**src/rtl/md_pkg.sv**
```systemverilog
// Shared types and constants for the signed MULT/DIV sequencer behind HI/LO.
package md_pkg;

    typedef enum logic [2:0] {
        IDLE  = 3'd0,
        MULT  = 3'd1,
        DIV   = 3'd2,
        FIX   = 3'd3,
        DONE  = 3'd4,
        DZERO = 3'd5
    } md_state_t;

    localparam logic OP_MULT    = 1'b0;
    localparam logic OP_DIV     = 1'b1;
    localparam int   MD_WIDTH   = 32;
    localparam int   ITER_CNT_W = $clog2(MD_WIDTH);

endpackage

```
**src/rtl/md_div_step.sv**
```systemverilog
// One restoring-division step: shift the next dividend bit into the partial
// remainder, subtract the divisor when it fits, and shift in the quotient bit.
module md_div_step
    import md_pkg::*;
#(
    parameter int WIDTH = MD_WIDTH
) (
    input  logic [WIDTH-1:0] rem_i,
    input  logic [WIDTH-1:0] quo_i,
    input  logic [WIDTH-1:0] divisor_i,
    output logic [WIDTH-1:0] rem_o,
    output logic [WIDTH-1:0] quo_o
);

    logic [WIDTH:0]   shifted_s;
    logic [WIDTH-1:0] diff_s;
    logic             fits_s;

    // Trial subtraction on the W+1 bit shifted remainder; restore when it goes negative.
    always_comb begin
        shifted_s = {rem_i, quo_i[WIDTH-1]};
        fits_s    = (shifted_s >= {1'b0, divisor_i});
        diff_s    = shifted_s[WIDTH-1:0] - divisor_i;
        if (fits_s) begin
            rem_o = diff_s;
            quo_o = {quo_i[WIDTH-2:0], 1'b1};
        end else begin
            rem_o = shifted_s[WIDTH-1:0];
            quo_o = {quo_i[WIDTH-2:0], 1'b0};
        end
    end

endmodule

```
**src/rtl/mult_div_sequencer.sv**
```systemverilog
// Multicycle sequencer for the signed MULT/DIV unit feeding HI/LO: operand sign
// handling, iteration control, HI/LO write strobes and divide-by-zero reporting.
module mult_div_sequencer
    import md_pkg::*;
#(
    parameter int WIDTH = MD_WIDTH
) (
    input  logic             clock,
    input  logic             Reset,
    input  logic             start,
    input  logic             opDiv,
    input  logic [WIDTH-1:0] srcA,
    input  logic [WIDTH-1:0] srcB,
    output logic             busy,
    output logic             done,
    output logic             writeHI,
    output logic             writeLO,
    output logic [WIDTH-1:0] hiOut,
    output logic [WIDTH-1:0] loOut,
    output logic             divZero
);

    localparam int CNT_W = $clog2(WIDTH);
    localparam logic [CNT_W-1:0] LAST_ITER = CNT_W'(WIDTH - 1);

    md_state_t          state_q, state_d;
    logic [CNT_W-1:0]   cnt_q, cnt_d;
    logic               op_q, op_d;
    logic               sign_a_q, sign_a_d;
    logic               sign_b_q, sign_b_d;
    logic [WIDTH-1:0]   opa_q, opa_d;
    logic [WIDTH-1:0]   opb_q, opb_d;
    logic [WIDTH-1:0]   rem_q, rem_d;
    logic [2*WIDTH-1:0] work_q, work_d;
    logic [WIDTH-1:0]   hi_q, hi_d;
    logic [WIDTH-1:0]   lo_q, lo_d;
    logic               busy_q, busy_d;
    logic               done_q, done_d;
    logic               wr_q, wr_d;
    logic               dz_q, dz_d;

    logic [WIDTH:0]     mul_sum_s;
    logic [2*WIDTH-1:0] mul_next_s;
    logic [WIDTH-1:0]   step_rem_s;
    logic [WIDTH-1:0]   step_quo_s;

    function automatic logic [WIDTH-1:0] neg_w(input logic [WIDTH-1:0] v);
        return ~v + {{(WIDTH-1){1'b0}}, 1'b1};
    endfunction

    function automatic logic [WIDTH-1:0] abs_w(input logic [WIDTH-1:0] v);
        if (v[WIDTH-1]) begin
            return neg_w(v);
        end else begin
            return v;
        end
    endfunction

    md_div_step #(.WIDTH(WIDTH)) u_div_step (
        .rem_i     (rem_q),
        .quo_i     (work_q[WIDTH-1:0]),
        .divisor_i (opb_q),
        .rem_o     (step_rem_s),
        .quo_o     (step_quo_s)
    );

    // Shift-add multiply step: the multiplier sits in the low half and is consumed LSB first.
    always_comb begin
        mul_sum_s  = {1'b0, work_q[2*WIDTH-1:WIDTH]};
        mul_next_s = work_q;
        if (work_q[0]) begin
            mul_sum_s = {1'b0, work_q[2*WIDTH-1:WIDTH]} + {1'b0, opa_q};
        end else begin
            mul_sum_s = {1'b0, work_q[2*WIDTH-1:WIDTH]};
        end
        mul_next_s = {mul_sum_s, work_q[WIDTH-1:1]};
    end

    // Next-state, datapath and registered-output decode.
    always_comb begin
        state_d  = state_q;
        cnt_d    = cnt_q;
        op_d     = op_q;
        sign_a_d = sign_a_q;
        sign_b_d = sign_b_q;
        opa_d    = opa_q;
        opb_d    = opb_q;
        rem_d    = rem_q;
        work_d   = work_q;
        hi_d     = hi_q;
        lo_d     = lo_q;
        done_d   = 1'b0;
        wr_d     = 1'b0;
        dz_d     = 1'b0;
        busy_d   = 1'b0;
        case (state_q)
            IDLE: begin
                if (start) begin
                    op_d     = opDiv;
                    sign_a_d = srcA[WIDTH-1];
                    sign_b_d = srcB[WIDTH-1];
                    opa_d    = abs_w(srcA);
                    opb_d    = abs_w(srcB);
                    cnt_d    = {CNT_W{1'b0}};
                    rem_d    = {WIDTH{1'b0}};
                    if (opDiv == OP_MULT) begin
                        work_d  = {{WIDTH{1'b0}}, abs_w(srcB)};
                        state_d = MULT;
                    end else if (srcB == {WIDTH{1'b0}}) begin
                        state_d = DZERO;
                    end else begin
                        work_d  = {{WIDTH{1'b0}}, abs_w(srcA)};
                        state_d = DIV;
                    end
                end else begin
                    state_d = IDLE;
                end
            end
            MULT: begin
                work_d = mul_next_s;
                cnt_d  = cnt_q + {{(CNT_W-1){1'b0}}, 1'b1};
                if (cnt_q == LAST_ITER) begin
                    state_d = FIX;
                end else begin
                    state_d = MULT;
                end
            end
            DIV: begin
                rem_d  = step_rem_s;
                work_d = {{WIDTH{1'b0}}, step_quo_s};
                cnt_d  = cnt_q + {{(CNT_W-1){1'b0}}, 1'b1};
                if (cnt_q == LAST_ITER) begin
                    state_d = FIX;
                end else begin
                    state_d = DIV;
                end
            end
            FIX: begin
                // Remainder follows the dividend's sign so division truncates toward zero.
                if (op_q == OP_DIV) begin
                    work_d[2*WIDTH-1:WIDTH] = sign_a_q ? neg_w(rem_q) : rem_q;
                    work_d[WIDTH-1:0]       = (sign_a_q ^ sign_b_q) ? neg_w(work_q[WIDTH-1:0])
                                                                    : work_q[WIDTH-1:0];
                end else if (sign_a_q ^ sign_b_q) begin
                    work_d = ~work_q + {{(2*WIDTH-1){1'b0}}, 1'b1};
                end else begin
                    work_d = work_q;
                end
                state_d = DONE;
            end
            DONE: begin
                hi_d    = work_q[2*WIDTH-1:WIDTH];
                lo_d    = work_q[WIDTH-1:0];
                done_d  = 1'b1;
                wr_d    = 1'b1;
                state_d = IDLE;
            end
            DZERO: begin
                done_d  = 1'b1;
                dz_d    = 1'b1;
                state_d = IDLE;
            end
            default: begin
                state_d = IDLE;
            end
        endcase
        busy_d = (state_d != IDLE);
    end

    // State and datapath registers with synchronous active-low reset.
    always_ff @(posedge clock) begin
        if (!Reset) begin
            state_q  <= IDLE;
            cnt_q    <= {CNT_W{1'b0}};
            op_q     <= 1'b0;
            sign_a_q <= 1'b0;
            sign_b_q <= 1'b0;
            opa_q    <= {WIDTH{1'b0}};
            opb_q    <= {WIDTH{1'b0}};
            rem_q    <= {WIDTH{1'b0}};
            work_q   <= {(2*WIDTH){1'b0}};
            hi_q     <= {WIDTH{1'b0}};
            lo_q     <= {WIDTH{1'b0}};
            busy_q   <= 1'b0;
            done_q   <= 1'b0;
            wr_q     <= 1'b0;
            dz_q     <= 1'b0;
        end else begin
            state_q  <= state_d;
            cnt_q    <= cnt_d;
            op_q     <= op_d;
            sign_a_q <= sign_a_d;
            sign_b_q <= sign_b_d;
            opa_q    <= opa_d;
            opb_q    <= opb_d;
            rem_q    <= rem_d;
            work_q   <= work_d;
            hi_q     <= hi_d;
            lo_q     <= lo_d;
            busy_q   <= busy_d;
            done_q   <= done_d;
            wr_q     <= wr_d;
            dz_q     <= dz_d;
        end
    end

    assign busy    = busy_q;
    assign done    = done_q;
    assign writeHI = wr_q;
    assign writeLO = wr_q;
    assign hiOut   = hi_q;
    assign loOut   = lo_q;
    assign divZero = dz_q;

endmodule
```
**config.mk**
```make
export PLATFORM = sky130hd
export DESIGN_NAME = mult_div_sequencer
export DESIGN_NICKNAME = d
export VERILOG_FILES = /design/src/rtl/md_pkg.sv /design/src/rtl/md_div_step.sv /design/src/rtl/mult_div_sequencer.sv
export SDC_FILE = /design/constraint.sdc
export NUM_CORES = 1
export LEC_CHECK = 0
export ABC_AREA = 1
export BUFFER_PORTS_ARGS = -buffer_cell sky130_fd_sc_hd__buf_2
export CAP_MARGIN = 0
export CORE_AREA = 2 2 240 219
export DETAILED_ROUTE_END_ITERATION = 8
export DIE_AREA = 0 0 242 221
export GPL_ROUTABILITY_DRIVEN = 0
export PLACE_DENSITY = 0.57
export SLEW_MARGIN = 40
export SYNTH_ARGS = -nofsm -noshare
export SYNTH_HDL_FRONTEND = slang
export SYNTH_SLANG_ARGS = --single-unit
```
**constraint.sdc**
```tcl
create_clock -name clock -period 2.5 [get_ports clock]
set_clock_uncertainty 0.05 [all_clocks]
set_input_delay 0.125 -clock clock [delete_from_list [all_inputs] [get_ports clock]]
set_output_delay 0.125 -clock clock [all_outputs]
set_load 0.02 [all_outputs]
```
== Word-level counts from Yosys, hierarchy flattened ==
Index checks and enable logic that the tools add are counted.
Storage, ports and cells
  bits in registers: 239
  latch bits: 0
  RAM bits: 0
  memory bits (read-only): 0
  bits of input ports: 68
  memories kept: 0
Cells by class
  $add $sub $neg: 8
  multiply operators: 0
  div/mod/pow operators: 0
  magnitude comparators: 1
  eq/ne operators: 10
  shift-type cells: 0
  multiplexer cells: 26
  bitwise operators: 6
  reduce and logical (&&, ||, !) cells: 13
Operators by type and width (number)
  $mux 64: 5
  $pmux 64 s4: 1
  $mux 32: 6
  $add 32x1->32 const B: 4
  $not 32->32: 4
  $add 64x1->64 const B: 1
  $not 64->64: 1
  $pmux 32 s2: 1
  $add 32x32->33: 1
  $ge 33x32->1: 1
  $mux 33: 1
  $logic_not 32->1: 1
  $sub 32x32->32: 1
  $pmux 3 s4: 1
  $pmux 5 s2: 1
  $mux 3: 3
  $reduce_and 4->1: 2
  $eq 3x2->1 const B: 2
  $eq 3x3->1 const B: 2
  $ne 3x3->1 const B: 2
  $reduce_and 2->1: 3
  $add 5x1->5 const B: 1
  $eq 5x5->1 const B: 1
  $mux 1: 5
  10 further kinds: 13

== Logic depth before layout (Yosys ltp) ==
Gate-level depths: netlist (run 1).
  word-level depth: 7
  depth in mapped cells: 17

== Modules after synthesis ==
From an unflattened synthesis (run 1), not the netlist that was laid out.
Unflattened totals
  cells, all modules: 3714
  area total of the unflattened synthesis: 21117.8 um^2
By module, submodules not included
  mult_div_sequencer: instances 1, cells an instance 3035, area each 17717.0 um^2, sequential area each 4784.6 um^2
  md_div_step: instances 1, cells an instance 679, area each 3400.8 um^2, sequential area each 0.0 um^2

== Least setup slack after synthesis (run 1) ==
Ideal clock, no wire load.
  kind: reg2reg
  start point: reg work_q[0]
  end point: reg work_q[38]
  data arrival time: 2261 ps
  setup slack: 57 ps
  stages on the path, launching flop included: 17
  buffers on the path: 3
  period minus slack after synthesis: 2443 ps
  cells stage by stage: dfxtp_1 -> buf_2 -> inv_1 -> clkbuf_1 -> clkbuf_1 -> ha_1 -> nand3_2 -> nor2_2 -> nand2_2 -> nor2_2 -> nand3_1 -> o21ai_0 -> nand3_1 -> nand2_1 -> nand2_1 -> nand2_1 -> a21oi_1
Between the ends
  word-level cells in the longest chain between the ends: 5
RTL lines
  start, declared: RTL line mult_div_sequencer.sv:34  | logic [2*WIDTH-1:0] work_q, work_d;
  start signal, assigned: RTL line mult_div_sequencer.sv:181  | work_q <= {(2*WIDTH){1'b0}};
  start signal, assigned: RTL line mult_div_sequencer.sv:197  | work_q <= work_d;
  $not 64->64: RTL line mult_div_sequencer.sv:145  | work_d = ~work_q + {{(2*WIDTH-1){1'b0}}, 1'b1};
  $add 64x1->64: RTL line mult_div_sequencer.sv:145
  $mux 64: RTL line mult_div_sequencer.sv:144  | end else if (sign_a_q ^ sign_b_q) begin
  $mux 64: RTL line mult_div_sequencer.sv:140  | if (op_q == OP_DIV) begin
  $pmux 64 s4 *: RTL line mult_div_sequencer.sv:96  | case (state_q)
Every way passes the cells marked *; elsewhere a longest branch is shown, timed or not. The select of a mux whose other input is x is not followed.
A chain may end at the register's enable or synchronous reset.

== Final worst setup path (run 1) ==
  start point: reg opb_q[22]
  end point: reg rem_q[19]
Between the ends
  word-level cells in the longest chain between the ends: 3
RTL lines
  start, declared: RTL line mult_div_sequencer.sv:32  | logic [WIDTH-1:0] opb_q, opb_d;
  start signal, assigned: RTL line mult_div_sequencer.sv:179  | opb_q <= {WIDTH{1'b0}};
  start signal, assigned: RTL line mult_div_sequencer.sv:195  | opb_q <= opb_d;
  $ge 33x32->1: RTL line md_div_step.sv:22  | fits_s = (shifted_s >= {1'b0, divisor_i});
  $mux 32: RTL line md_div_step.sv:24  | if (fits_s) begin
  $pmux 32 s2: RTL line mult_div_sequencer.sv:96
  end signal, assigned: RTL line mult_div_sequencer.sv:180  | rem_q <= {WIDTH{1'b0}};
  end signal, assigned: RTL line mult_div_sequencer.sv:196  | rem_q <= rem_d;
  end, declared: RTL line mult_div_sequencer.sv:33  | logic [WIDTH-1:0] rem_q, rem_d;
Every way passes these cells.

==> results of run 1 <==
[sequential cells by signal (all words and copies together) (netlist names)]
register / count
work_q: 64
opa_q: 32
writeHI: 1
rem_q: 32
divZero: 1
state_q: 3
opb_q: 32
sign_b_q: 1
cnt_q: 5
busy: 1
sign_a_q: 1
loOut: 32
op_q: 1
done: 1
hiOut: 32
[power by group]
group	switching, mW	leakage (nW)	internal (mW)	total (mW)
Combinational	2.63	9.70	1.15	3.78
Sequential	0.242	1.95	4.03	4.27
Clock	1.90	0.467	2.52	4.42
[synthesized netlist by cell type (4+ instances only)]
| cell type | count |
|---|---|
| a21o_1 | 12 |
| a21oi_1 | 309 |
| a31oi_1 | 11 |
| and2_1 | 7 |
| buf_1 | 12 |
| buf_2 | 36 |
| buf_4 | 5 |
| clkbuf_1 | 82 |
| clkinv_1 | 4 |
| dfxtp_1 | 239 |
| ha_1 | 70 |
| inv_1 | 472 |
| inv_2 | 10 |
| nand2_1 | 968 |
| nand2_2 | 4 |
| nand3_1 | 396 |
| nand3_2 | 5 |
| nand3b_1 | 14 |
| nand4_1 | 36 |
| nor2_1 | 391 |
| nor2_2 | 13 |
| nor3_1 | 24 |
| nor4_1 | 5 |
| o211ai_1 | 51 |
| o21ai_0 | 227 |
| o21ai_1 | 13 |
| o21bai_1 | 7 |
| o221ai_1 | 14 |
| o22ai_1 | 8 |
| or2_2 | 5 |
| xnor2_1 | 24 |
| xor2_1 | 41 |
[cell families after synthesis]
kind of cell             count (synthesis)
AO/OA/AOI/OAI                          666
buffers and inverters                  621
flip-flops                             239
adder cells (fa/ha/maj)                 72
AND/OR/NAND/NOR                       1878
XOR/XNOR                                65
[worst min-delay path: stages]
cell and delay [ns]:
buf_2 0.11, inv_1 0.08, xor2_1 0.12, o21ai_0 0.15, inv_1 0.04
[metrics by stage]
| step | utilization | cell area [um2] | TNS, ns |
|---|---|---|---|
| after floorplan | - | 20200 | 0 |
| after global placement | 0.440 | 22400 | 0 |
| after detailed placement | 0.440 | 22400 | 0 |
| after CTS | 0.466 | 23800 | 0 |
| after global routing | 0.473 | 24100 | -0.0345 |
| final | 0.473 | 24100 | 0 |
[metal layers]
layer / share of wire / up-vias / global-route usage
li1: - / 11900 / -
met2: 0.40 / 1116 / 0.452
met1: 0.45 / 10800 / 0.445
met3: 0.11 / 162 / 0.0825
met4: 0.039 / 8 / 0.107
met5: 0.00061 / - / 0
[layout make-up]
class	instances	area [um2]
Timing Repair Buffer	319	2290
Clock buffer	36	771
Inverter	486	1830
Multi-Input combinational cell	2681	13400
Fill cell	5622	26900
Sequential cell	239	4790
Clock inverter	16	211
Tap cell	688	861
[cell usage in the layout (no fill, tap or decap), drive strengths merged, types with 2 or more instances in the layout]
master | Yosys | routed
a211oi | 3 | 3
a21o | 12 | 12
a21oi | 309 | 309
a221oi | 3 | 3
a31oi | 11 | 11
and2 | 7 | 7
buf | 53 | 284
bufinv | 0 | 3
clkbuf | 82 | 36
clkinv | 4 | 12
clkinvlp | 0 | 4
dfxtp | 239 | 239
dlygate4sd3 | 0 | 35
fa | 2 | 2
ha | 70 | 70
inv | 482 | 483
nand2 | 974 | 974
nand3 | 401 | 401
nand3b | 14 | 14
nand4 | 37 | 37
nor2 | 407 | 407
nor3 | 26 | 26
nor4 | 5 | 5
o2111ai | 2 | 2
o211ai | 51 | 51
o21a | 3 | 3
o21ai | 240 | 240
o21bai | 7 | 7
o221ai | 14 | 14
o22ai | 8 | 8
or2 | 5 | 5
xnor2 | 24 | 24
xor2 | 41 | 41
[path summary, 6_finish.rpt]
check                    startpoint                endpoint  slack, ns  cells past startpoint
max          opb_q[22]$_SDFFE_PN0P_  rem_q[19]$_SDFFE_PN0P_       0.12                     14
max reg2reg  opb_q[22]$_SDFFE_PN0P_  rem_q[19]$_SDFFE_PN0P_       0.12                     14
min                         srcB[4]   opb_q[4]$_SDFFE_PN0P_       0.03                      5
min reg2reg   cnt_q[3]$_SDFFE_PN0P_   cnt_q[3]$_SDFFE_PN0P_       0.42                      2
[what timing repair did]
action | 4_1_cts | 5_1_grt
endpoints found under the setup margin | 0 | 55
hold buffers | 35 | 0
hold endpoints to repair | 38 | 0
gates resized for setup | 0 | 72
==> impl_metrics.json, run 1 <==
{
  "pre_cts_ws_ns": 0.0584,
  "clk_pin_slew_worst_paths_ns": 0.07,
  "syn-num-nets": 3681,
  "route.final.wire_length_um": 87000,
  "fp.dieH_um": 221,
  "hp-class": "in2reg",
  "leakage_nw": 12.1,
  "tightestPinTransition_ns": 0.839,
  "hold_ws_ns": 0.0317,
  "vdd_drop_max_mv": 0.593,
  "yosys_warnings": 0,
  "wl_per_cell_um": 19.5,
  "netlist-cell-type-count": 47,
  "finalNonFillerCells": 4465,
  "pwr_density_cell_mw_per_mm2": 517,
  "dieArea_mm2": 0.0535,
  "start_util": 0.396,
  "path_cells": "inv_1, ha_1, nand2_1, nor2_4, nand2_1, nor2_1, nand4_1, nand2_1, nor2_4, nand2_4, buf_12, nand3_1, nand3_1, a21oi_1",
  "overflow": 0,
  "htreeDepth": 1,
  "status": "completed",
  "synth_area_leader_cell": "dfxtp_1",
  "seq_area_frac_synth": 0.237,
  "drt_iter0_drc": 2868,
  "grt_max_degree": 134,
  "slew_violations": 0,
  "clkSinkCount": 239,
  "worst_slack_ns": 0.116,
  "place_inst": 4378,
  "grt.total_usage": 0.312,
  "drc_errors": 0,
  "num_vias": 24000,
  "power_mw": 12.5,
  "die_x_um": 242,
  "cp_slowest_cell": "ha_1",
  "portBuffers": 136,
  "worstSetupStartpointType": "register",
  "synth_area_mm2": 0.0202,
  "synth-seq-cells": 239,
  "fin_crit_sh": 0.954,
  "syn_area_per_cell_um2": 5.70,
  "synth_top_area_share": 0.237,
  "antenna_found_initial": 4,
  "synth_ff_type": "dfxtp_1",
  "synth_edf_count": 0,
  "first_pass_iters": 7,
  "hold_viol": 0,
  "antenna_cells": 0,
  "cts_root_buffer": "clkbuf_16",
  "cp_top_family": "simple AND/OR/NAND/NOR gates",
  "synth_compound_area_frac": 0.180,
  "cpMostUsedCell": "nand2_1",
  "drive_gt1_frac": 0.116,
  "numCtsBuffers": 28,
  "rows": 79,
  "synthMuxAreaShare": 0,
  "ant_nets": 0,
  "max_freq_ghz": 0.419,
  "cp.arrival_ns": 2.79,
  "grt_pass1_vias": 21200,
  "relSlewSlack": 0.440,
  "setup_viol": 0,
  "post-cts-setup-buffers": 0,
  "syn_inst": 3541,
  "pin_count": 137,
  "clk_path_buf_depth": 3,
  "grt_first_pass_wirelength_um": 129000,
  "synth_top_family_by_area": "simple AND/OR/NAND/NOR gates",
  "worstSkewPairLatency_ns": 0.60,
  "cap_viol_max_count": 0,
  "core_mm2": 0.0510,
  "yosys.area_share.simple": 0.391,
  "area_growth_pct": 19.4,
  "vias_per_cell": 5.38,
  "cp_num_buf_inv": 2,
  "required_ns": 2.91,
  "synthAdderAreaFrac": 0.0453,
  "period_minus_slack_ns": 2.38,
  "cts_tree": "done",
  "critical_path_class": "reg2reg",
  "synthTopCellsByArea": "dfxtp_1, nand2_1, nand3_1",
  "cp_max_fo": 13,
  "nNetsFinal": 3895,
  "post-dp-hpwl_um": 69400,
  "synth_xor_area_frac": 0.0282,
  "crit_path_end_kind": "register",
  "max_stage_delay_ns": 0.38,
  "asyncSetResetFlopFracSynth": 0
}
(Power assumes the default switching activity.)
==> run 2: changes to the inputs <==
ABC_AREA = not set   (was 1)
CORE_AREA = 2 2 222 202   (was 2 2 240 219)
DIE_AREA = 0 0 224 204   (was 0 0 242 221)
PLACE_DENSITY = 0.58   (was 0.57)
SETUP_SLACK_MARGIN = 0.4   (was not set)
==> run 2 against run 1 <==
Compared with the run above: the flow now finishes with violations (negative setup slack); sequential share of layout area shrank 0.96 points; die area shrank 15%; register-to-register slack lost 0.52 ns; via count shrank 13%; synthesized cell count shrank 34%; design area grew 6.2%; critical endpoint is now work_q[60]$_SDFFE_PN0P_; wire length shrank 13%; synthesized area shrank 15%; clock-buffer cell count grew 2; maximum frequency shrank 18%.
==> impl_metrics.json, run 2 <==
{
  "cp_max_fo": 5,
  "required_ns": 2.92,
  "fp.dieH_um": 204,
  "synth_top_area_share": 0.279,
  "syn_inst": 2327,
  "clk_pin_slew_worst_paths_ns": 0.06,
  "pin_count": 137,
  "syn_area_per_cell_um2": 7.38,
  "relSlewSlack": 0.429,
  "nNetsFinal": 3016,
  "largest_reg_flops": 64,
  "numCtsBuffers": 29,
  "regMostFlops": "work_q",
  "hold_depth": 3,
  "asyncSetResetFlopFracSynth": 0,
  "overflow": 0,
  "p_sw_frac": 0.344,
  "vdd_drop_max_mv": 0.554,
  "fin_crit_sh": 1.16,
  "leakage_nw": 10.9,
  "grt.total_usage": 0.317,
  "wl_met1_um": 31600,
  "first_pass_iters": 6,
  "area_growth_pct": 49.2,
  "antenna_cells": 0,
  "dieArea_mm2": 0.0457,
  "max_freq_ghz": 0.344,
  "wl_per_cell_um": 21.9,
  "synth_edf_count": 0,
  "hold_viol": 0,
  "hold_ws_ns": 0.0213,
  "drive_gt1_frac": 0.375,
  "vias_per_cell": 6.01,
  "met3_length_um": 7540,
  "portBuffers": 136,
  "utilization": 0.588,
  "ant_nets": 0,
  "cts_tree": "done",
  "setup_viol": 70,
  "p_seq_frac": 0.321,
  "hp-class": "in2reg",
  "netlist-cell-type-count": 87,
  "regArea_mm2": 0.00484,
  "multi_input_area_mm2": 0.0135,
  "r2r_cells": 9,
  "critical_path_class": "reg2reg",
  "period_minus_slack_ns": 2.90,
  "synth.most_common_cell": "nand2_1",
  "worst_slack_ns": -0.403,
  "yosys_warnings": 0,
  "htreeDepth": 1,
  "worstSkewPairLatency_ns": 0.59,
  "post-dp-hpwl_um": 57000,
  "synth_area_mm2": 0.0172,
  "slew_violations": 0,
  "rsz0062_at_grt": "true",
  "cts_root_buffer": "clkbuf_16",
  "seq_area_frac_synth": 0.279,
  "layout_commonest_cell": "buf_4",
  "route.final.wire_length_um": 75900,
  "grt_pass1_vias": 19700,
  "violations": "negative setup slack",
  "top_layer": "met5",
  "wl_met2_um": 32900,
  "synth-seq-cells": 239,
  "core_mm2": 0.0436,
  "syn-num-nets": 2467,
  "crit_path_end_kind": "register",
  "clk_path_buf_depth": 3,
  "synth_area_leader_cell": "dfxtp_1",
  "layout_common_cells": "buf_4, nand2_1, dfxtp_1",
  "cp.arrival_ns": 3.32,
  "nFillCells": 3864,
  "synth_ff_type": "dfxtp_1",
  "synthTopCellsByCount": "nand2_1, dfxtp_1, a21oi_1",
  "drc_errors": 0,
  "grt_max_degree": 58,
  "intPower_mw": 8.58,
  "antenna_found_initial": 1,
  "finalNonFillerCells": 3461,
  "drt_iter0_drc": 2405,
  "grt_first_pass_wirelength_um": 113000,
  "die_x_um": 224,
  "start_util": 0.394,
  "num_vias": 20800,
  "tightestPinTransition_ns": 0.853,
  "pre_cts_ws_ns": -0.427,
  "status": "finished, violations left",
  "clockPowerShare": 0.346,
  "p_switching_mw": 4.50,
  "rows": 73,
  "synthTopCellsByArea": "dfxtp_1, nand2_1, a21oi_1",
  "place_inst": 3334,
  "worstSetupStartpointType": "register",
  "p_comb_frac": 0.333,
  "pwr_density_cell_mw_per_mm2": 511,
  "cap_viol_max_count": 0,
  "clkSinkCount": 239
}
## run 2: cell types whose count changed after synthesis, moves of 39 or more
cell,previous run,this run
o21ai_0,227,154
xor2_1,41,80
a21oi_1,309,200
a211oi_1,3,71
nand2_1,968,330
inv_1,472,69
nand3_1,396,88
xnor2_1,24,79
nor2_1,391,191
clkbuf_1,82,136
## run 2: repair_timing
| item | in CTS | in global routing |
|---|---|---|
| pin swaps | 106 | 112 |
| gates resized for setup | 212 | 179 |
| setup endpoints to repair | 90 | 95 |
| gates cloned | 4 | 1 |
| hold buffers | 13 | 0 |
| hold endpoints to repair | 14 | 0 |
| setup buffers | 31 | 24 |
## run 2: worst max-delay path, stage by stage, from the launching register on
cell	delay, ns
dfxtp_2	0.32
or4_4	0.53
or4b_4	0.60
nor4_4	0.16
buf_6	0.17
and2b_2	0.18
nand3b_1	0.15
xnor2_2	0.20
o221ai_2	0.14
a221o_1	0.28
## run 2: worst paths after layout
kind,from,end,slack [ns]
worst max-delay path,work_q[20]$_SDFFE_PN0P_,work_q[60]$_SDFFE_PN0P_,-0.40
worst min-delay path,srcA[5],opa_q[5]$_SDFFE_PN0P_,0.02
worst max register to register,work_q[20]$_SDFFE_PN0P_,work_q[60]$_SDFFE_PN0P_,-0.40
worst min register to register,loOut[28]$_SDFFE_PN0P_,loOut[28]$_SDFFE_PN0P_,0.40
## run 2: stage by stage
step / setup TNS [ns] / power (mW) / cell area, um2
2_1_floorplan: -4.54 / 6.22 / 17900
3_3_place_gp: -22.64 / 7.79 / 22200
3_5_place_dp: -24.49 / 7.83 / 22200
4_1_cts: -15.07 / 12.7 / 24500
5_1_grt: -22.66 / 13.5 / 25600
6_report: -15.54 / 13.1 / 25600
## run 2: final cells by class
cell class | count | share of cell area
multi-input combinational | 1854 | 0.527
timing repair buffer | 682 | 0.206
sequential | 239 | 0.189
clock buffer | 38 | 0.0320
tap | 562 | 0.0274
inverter | 70 | 0.0110
clock inverter | 16 | 0.00767
## run 2: metal layers
metal | vias up | track usage
met5 | - | 0
met1 | 9871 | 0.418
met4 | 2 | 0.129
li1 | 9619 | -
met3 | 235 | 0.0739
met2 | 1061 | 0.500
## run 2: logic make-up after synthesis
kind of cell    count (synthesis)  synth area share
compound gates                739             0.281
xor+xnor                      159            0.0811
fa+ha+maj                      72            0.0533
buf+inv                       234            0.0531
flops                         239             0.279
mux                            27            0.0165
simple gates                  857             0.237
## run 2: power groups by stage
stage               registers, mW  logic, mW  clock network, mW
floorplan                    4.20       2.02                  0
global placement             4.25       3.54                  0
detailed placement           4.25       3.57                  0
CTS                          4.19       3.93               4.57
global route                 4.21       4.60               4.74
finish                       4.20       4.36               4.53
